### src/rtl/run_ctrl_pkg.sv
// Shared types and helpers for the run/launch controller.
package run_ctrl_pkg;

  // Run sequencing states.
  typedef enum logic [2:0] {
    IDLE = 3'd0,
    LOAD = 3'd1,
    RUN  = 3'd2,
    DONE = 3'd3,
    TOUT = 3'd4
  } run_state_e;

  // Widest entry-point vector and PC the helper below can handle.
  localparam int unsigned MaxVecW = 512;
  localparam int unsigned MaxPcW  = 32;

  // Pull entry point 'sel' (pc_w bits wide) out of a packed address vector.
  function automatic logic [MaxPcW-1:0] entry_addr(input logic [MaxVecW-1:0] base_vec,
                                                   input int unsigned        sel,
                                                   input int unsigned        pc_w);
    logic [MaxVecW-1:0] shifted;
    logic [MaxPcW-1:0]  addr;
    shifted = base_vec >> (sel * pc_w);
    addr    = '0;
    for (int unsigned b = 0; b < MaxPcW; b++) begin
      if (b < pc_w) addr[b] = shifted[b];
    end
    return addr;
  endfunction

endpackage

### src/rtl/run_ctrl_watchdog.sv
// Run-cycle counter, PC stall detector and timeout compare for run_ctrl.
module run_ctrl_watchdog
  import run_ctrl_pkg::*;
#(
  parameter int unsigned PC_W         = 7,
  parameter int unsigned CNT_W        = 12,
  parameter int unsigned TIMEOUT      = 2000,
  parameter int unsigned STALL_CYCLES = 2
) (
  input  logic             clk,
  input  logic             reset,
  input  logic             clr,
  input  logic             en,
  input  logic [PC_W-1:0]  pc,
  output logic             stall_hit,
  output logic             tout_hit,
  output logic [CNT_W-1:0] cycle_count
);

  // Wide enough to hold STALL_CYCLES itself.
  localparam int unsigned STALL_W = $clog2(STALL_CYCLES + 1);

  logic [CNT_W-1:0]   cycle_q;
  logic [STALL_W-1:0] stall_q;
  logic [PC_W-1:0]    prev_pc_q;
  logic               first_q;
  logic               same_pc;

  // prev_pc is stale on the first RUN cycle, so no comparison then.
  assign same_pc     = !first_q && (pc == prev_pc_q);
  assign stall_hit   = en && same_pc && (stall_q == STALL_W'(STALL_CYCLES - 1));
  assign tout_hit    = en && (cycle_q == CNT_W'(TIMEOUT - 1));
  assign cycle_count = cycle_q;

  // Counters clear on LOAD and advance only while running.
  always_ff @(posedge clk) begin
    if (reset || clr) begin
      cycle_q   <= '0;
      stall_q   <= '0;
      prev_pc_q <= '0;
      first_q   <= 1'b1;
    end else if (en) begin
      cycle_q   <= cycle_q + CNT_W'(1);
      prev_pc_q <= pc;
      first_q   <= 1'b0;
      stall_q   <= same_pc ? stall_q + STALL_W'(1) : '0;
    end
  end

endmodule

### src/rtl/run_ctrl.sv
// Run/launch controller: launches on start falling edge, holds the core in reset
// for one load cycle, runs until halt, PC stall or watchdog timeout.
module run_ctrl
  import run_ctrl_pkg::*;
#(
  parameter int unsigned                  PC_W         = 7,
  parameter int unsigned                  INSTR_W      = 9,
  parameter int unsigned                  NUM_PROGS    = 4,
  parameter logic [NUM_PROGS*PC_W-1:0]    PROG_BASE    = {7'd96, 7'd64, 7'd32, 7'd0},
  parameter int unsigned                  CNT_W        = 12,
  parameter int unsigned                  TIMEOUT      = 2000,
  parameter logic [INSTR_W-1:0]           HALT_OP      = 9'b111000000,
  parameter logic [INSTR_W-1:0]           HALT_MASK    = 9'b111111111,
  parameter int unsigned                  STALL_CYCLES = 2,
  localparam int unsigned                 SEL_W        = (NUM_PROGS > 1) ? $clog2(NUM_PROGS) : 1
) (
  input  logic               clk,
  input  logic               reset,
  input  logic               start,
  input  logic [SEL_W-1:0]   prog_sel,
  input  logic [PC_W-1:0]    pc,
  input  logic [INSTR_W-1:0] instr,
  output logic               core_rst,
  output logic               pc_load,
  output logic [PC_W-1:0]    pc_load_val,
  output logic               run_en,
  output logic               busy,
  output logic               done,
  output logic               timeout,
  output logic [CNT_W-1:0]   cycle_count,
  output logic [PC_W-1:0]    halt_pc
);

  run_state_e      state_q, state_d;
  logic            start_q;
  logic            launch;
  logic            halt_hit;
  logic            stall_hit;
  logic            tout_hit;
  logic            run_exit;
  logic [PC_W-1:0] pc_load_val_q;
  logic [PC_W-1:0] halt_pc_q;
  logic [PC_W-1:0] load_addr;
  int unsigned     sel_idx;

  assign launch   = start_q && !start;
  assign halt_hit = ((instr & HALT_MASK) == (HALT_OP & HALT_MASK));
  assign run_exit = (state_q == RUN) && (halt_hit || stall_hit || tout_hit) && !launch;

  // Out-of-range selections fall back to entry 0.
  always_comb begin
    sel_idx = 32'(prog_sel);
    if (sel_idx >= NUM_PROGS) sel_idx = 0;
    load_addr = PC_W'(entry_addr(MaxVecW'(PROG_BASE), sel_idx, PC_W));
  end

  // Next-state: launch overrides everything; RUN exits by halt > stall > timeout.
  always_comb begin
    state_d = state_q;
    unique case (state_q)
      IDLE:    state_d = IDLE;
      LOAD:    state_d = RUN;
      RUN: begin
        if (halt_hit)       state_d = DONE;
        else if (stall_hit) state_d = DONE;
        else if (tout_hit)  state_d = TOUT;
      end
      DONE:    state_d = DONE;
      TOUT:    state_d = TOUT;
      default: state_d = IDLE;
    endcase
    if (launch) state_d = LOAD;
  end

  // State, start edge detect, load value and halt PC capture.
  always_ff @(posedge clk) begin
    if (reset) begin
      state_q       <= IDLE;
      start_q       <= 1'b0;
      pc_load_val_q <= '0;
      halt_pc_q     <= '0;
    end else begin
      state_q <= state_d;
      start_q <= start;
      if (launch) pc_load_val_q <= load_addr;
      if (state_q == LOAD) halt_pc_q <= '0;
      else if (run_exit)   halt_pc_q <= pc;
    end
  end

  run_ctrl_watchdog #(
    .PC_W         (PC_W),
    .CNT_W        (CNT_W),
    .TIMEOUT      (TIMEOUT),
    .STALL_CYCLES (STALL_CYCLES)
  ) u_watchdog (
    .clk         (clk),
    .reset       (reset),
    .clr         (state_q == LOAD),
    .en          (state_q == RUN),
    .pc          (pc),
    .stall_hit   (stall_hit),
    .tout_hit    (tout_hit),
    .cycle_count (cycle_count)
  );

  assign core_rst    = reset || (state_q == LOAD);
  assign pc_load     = (state_q == LOAD);
  assign pc_load_val = pc_load_val_q;
  assign run_en      = (state_q == RUN);
  assign busy        = (state_q == LOAD) || (state_q == RUN);
  assign done        = (state_q == DONE);
  assign timeout     = (state_q == TOUT);
  assign halt_pc     = halt_pc_q;

endmodule

### config.mk
export PLATFORM = sky130hd
export DESIGN_NAME = run_ctrl
export DESIGN_NICKNAME = d
export VERILOG_FILES = /design/src/rtl/run_ctrl_pkg.sv /design/src/rtl/run_ctrl_watchdog.sv /design/src/rtl/run_ctrl.sv
export SDC_FILE = /design/constraint.sdc
export NUM_CORES = 1
export LEC_CHECK = 0
export ABC_AREA = 0
export ABC_CLOCK_PERIOD_IN_PS = 2700
export CAP_MARGIN = 30
export CORE_UTILIZATION = 40
export CTS_BUF_LIST = sky130_fd_sc_hd__clkbuf_4
export DETAILED_ROUTE_END_ITERATION = 6
export PLACE_DENSITY = 0.79
export SYNTH_ARGS = -nofsm -noshare
export SYNTH_HDL_FRONTEND = slang
export SYNTH_SLANG_ARGS = --single-unit
### constraint.sdc
create_clock -name clk -period 2.7 [get_ports clk]
set_clock_uncertainty 0.1 [all_clocks]
set_input_delay 0.54 -clock clk [delete_from_list [all_inputs] [get_ports clk]]
set_output_delay 0.54 -clock clk [all_outputs]
set_load 0.02 [all_outputs]
==> key figures <==
Yosys
  • Cell with the most instances after synthesis: dfxtp_1
  • Cell count after synthesis: 196
  • Netlist area before placement: 1640 um2
  • Post-synthesis average cell area: 8.369 um2
  • Most used flip-flop cell after synthesis: dfxtp_1
  • Number of synthesized flops with an enable pin: 0
  • Post-synthesis cell type count: 39
  • Total of warnings raised by yosys: 0
  • Count of state elements after synthesis: 35
  • Largest cells by area after synthesis: dfxtp_1 43%, nand2_1 6.9%, a21oi_1 6.4%
  • Fraction of synthesized cell area taken by the top area cell type: 42.72%
  • Cell type contributing the most total cell area after synthesis: dfxtp_1
  • Part of the Yosys area used for sequential elements: 42.72%
  • Proportion of synthesized flip-flops having asynchronous set or reset: 0%
  • Most instantiated cells after synthesis: 35 x dfxtp_1, 30 x nand2_1, 21 x a21oi_1

CTS
  • Maximum buffer depth of the clock tree: 2
  • Clock transition at the registers of the reported paths: 100 ps
  • Depth of the CTS H-tree: 2
  • CTS tree: done
  • Cts bufs inserted: 5
  • Clock latency on the worst-skew pair: 340 ps
  • Clock tree root driver cell: clkbuf_4
  • Number of clock sinks: 35
  • Post-cts hold buffer count: 0

Placed design
  • Port-buffer cells: 47
  • Final Wtd Congestion: 0.8911
  • Total placed cells including tap cells: 289
  • HPWL after DPL: 2542 um

Worst setup path
  • Startpoint types: register
  • Type of the setup path with the least slack: register to output pin
  • Flop-to-flop setup slack: 430 ps
  • Worst path required time: 2060 ps
  • R2r endpoint: state_q[1]
  • Arrival time worst endpoint: 1910 ps
  • Number of cells on the worst reg-to-reg path: 6
  • Critical path capture point type: output pin
  • Worst r2r src: u_watchdog.cycle_count[1]
  • Critical path fanouts, max: 7
  • CP Launch Point: state_q[0]

Floorplanning
  • Effective utilization at floorplan: 43.18%
  • Total die area: 4361 um2
  • Number of placed I/O pins: 53
  • Placement row count: 22
  • Die Ht: 66.04 um
  • Horizontal extent of the die: 66.04 um
  • Floorplan core area: 3799 um2

Global routing
  • Met3 GRT Util: 3.448%
  • Met1 Usage GRT: 23.84%
  • Congestion Overflow GR: 0
  • Number of antenna violations at the first check in global routing: 0
  • GR Util All Layers: 18.26%
  • Wire length of the first global-routing pass: 6141 um
  • Top Usage Layer GRT: met2
  • Largest net degree at the start of global routing: 30
  • Vias in the first global route: 1397
  • Met2 demand-to-capacity share in global routing: 28.70%

Timing
  • Final clock period utilization by the worst path: 94.42%
  • Setup-failing EPs final: 0
  • Final Hold Viols: 0
  • Post-layout min period: 2549 ps
  • Setup repair after global routing missed its margin: no
  • Max Slew Vio Count: 0
  • Fmax: 392.3 MHz
  • Total negative slack for setup checks: 0 ps

Run status
  • Result of the run: finished, final reports clean

Cells and area
  • Synth-to-layout area growth: 34.86%
  • Fillers: 363
  • Fraction of final layout cells with drive strength greater than 1: 7.287%
  • Sequential Area: 700.7 um2
  • # diodes: 0
  • Number of nets in the layout: 271
  • Number of non-filler instances in the completed layout: 295
  • Area of combinational cells with multiple inputs: 874.6 um2

Power
  • Worst VDD drop: 0.2831 mV
  • P per Cell Area: 401.1 nW/um2
  • Static power due to leakage: 0.0007696 uW

Worst hold path
  • Endpoint with the worst hold slack: pc_load_val[5]
  • Hold-critical path depth: 2
  • HP Class: register to register
  • Hold path startpoint: pc_load_val[5]

Route
  • 1st-pass router iterations: 6
  • Detailed Route WL: 3595 um
  • Drc violations: 0
  • Via count of the routed design: 1531
  • Routed via count divided by cell count: 5.190
  • First DRT Iteration DRCs: 65
  • Post-route ant nets: 0
  • Average detailed-routed wire length per instance: 12.19 um

Job
  • Maxcap violations: 0
==> registers in the layout, summed over array words and instances (netlist names) <==
| signal | cells |
|---|---|
| start_q | 1 |
| u_watchdog.cycle_count | 12 |
| u_watchdog.first_q | 1 |
| pc_load_val | 2 |
| u_watchdog.stall_q | 2 |
| halt_pc | 7 |
| state_q | 3 |
| u_watchdog.prev_pc_q | 7 |
==> worst max path at each step <==
stage | end | cells after the start
final | core_rst | 3
after detailed placement | u_watchdog.stall_q[0] | 6
after global placement | core_rst | 3
after global routing | core_rst | 3
after floorplan | core_rst | 3
after CTS | busy | 5
==> metrics by stage <==
| step | util (%) | cell area (um2) | hold WS (ps) | setup WS, ps | total power (uW) |
|---|---|---|---|---|---|
| 2_1_floorplan | - | 1655 | 348.1 | 418.8 | 588.0 |
| 3_3_place_gp | 56.92 | 2162 | 343.9 | 211.3 | 634.4 |
| 3_5_place_dp | 56.92 | 2162 | 344.6 | 179.3 | 635.0 |
| 4_1_cts | 58.10 | 2207 | 358.3 | 79.05 | 897.1 |
| 5_1_grt | 58.23 | 2212 | 370.7 | 93.96 | 926.4 |
| 6_report | 58.23 | 2212 | 356.4 | 150.7 | 887.3 |
==> metal layers <==
layer | wire (um) | part of all wire [%]
met4 | 60 | 1.7
met1 | 1741 | 48
met5 | 0 | 0
met3 | 234 | 6.5
met2 | 1559 | 43
==> critical path, stage by stage (launching register included) <==
cell,delay [ps]
dfxtp_1,450
nor3b_1,330
or2_2,200
clkdlybuf4s50_1,600
==> power by group <==
group	internal, uW	switching (uW)
Clock	103	162
Sequential	522	4.18
Combinational	48.9	47.8
Total	673	214
==> kinds of logic after synthesis <==
kind of cell | Yosys count | synth area share, %
simple gates | 88 | 28.91
other cells | 1 | 0.2286
compound gates | 39 | 13.73
buf+inv | 16 | 4.881
xor+xnor | 15 | 8.009
fa+ha+maj | 2 | 1.525
flops | 35 | 42.72
==> cell type report <==
type                       instances  share of cell area (%)
inverter                           5                  0.8484
sequential                        35                   31.67
multi-input combinational        149                   39.54
tap                               48                   2.715
timing repair buffer              52                   23.19
clock buffer                       6                   2.036
==> placed cells by master (no fill, tap or decap), types with 6 or more instances in the layout <==
cell type	Yosys	routed
nor2_1	13	13
nand4_1	7	7
xnor2_1	11	11
a21oi_1	21	21
dfxtp_1	35	35
clkbuf_4	0	6
clkdlybuf4s50_1	0	45
nand2_1	30	30
o21ai_0	11	11
nand3b_1	7	7
==> what timing repair did <==
item | CTS | global route
endpoints found under the setup margin | 0 | 2
gates resized for setup | 0 | 2
setup buffers | 0 | 0
Note: power is estimated with default switching activity, not from simulation.
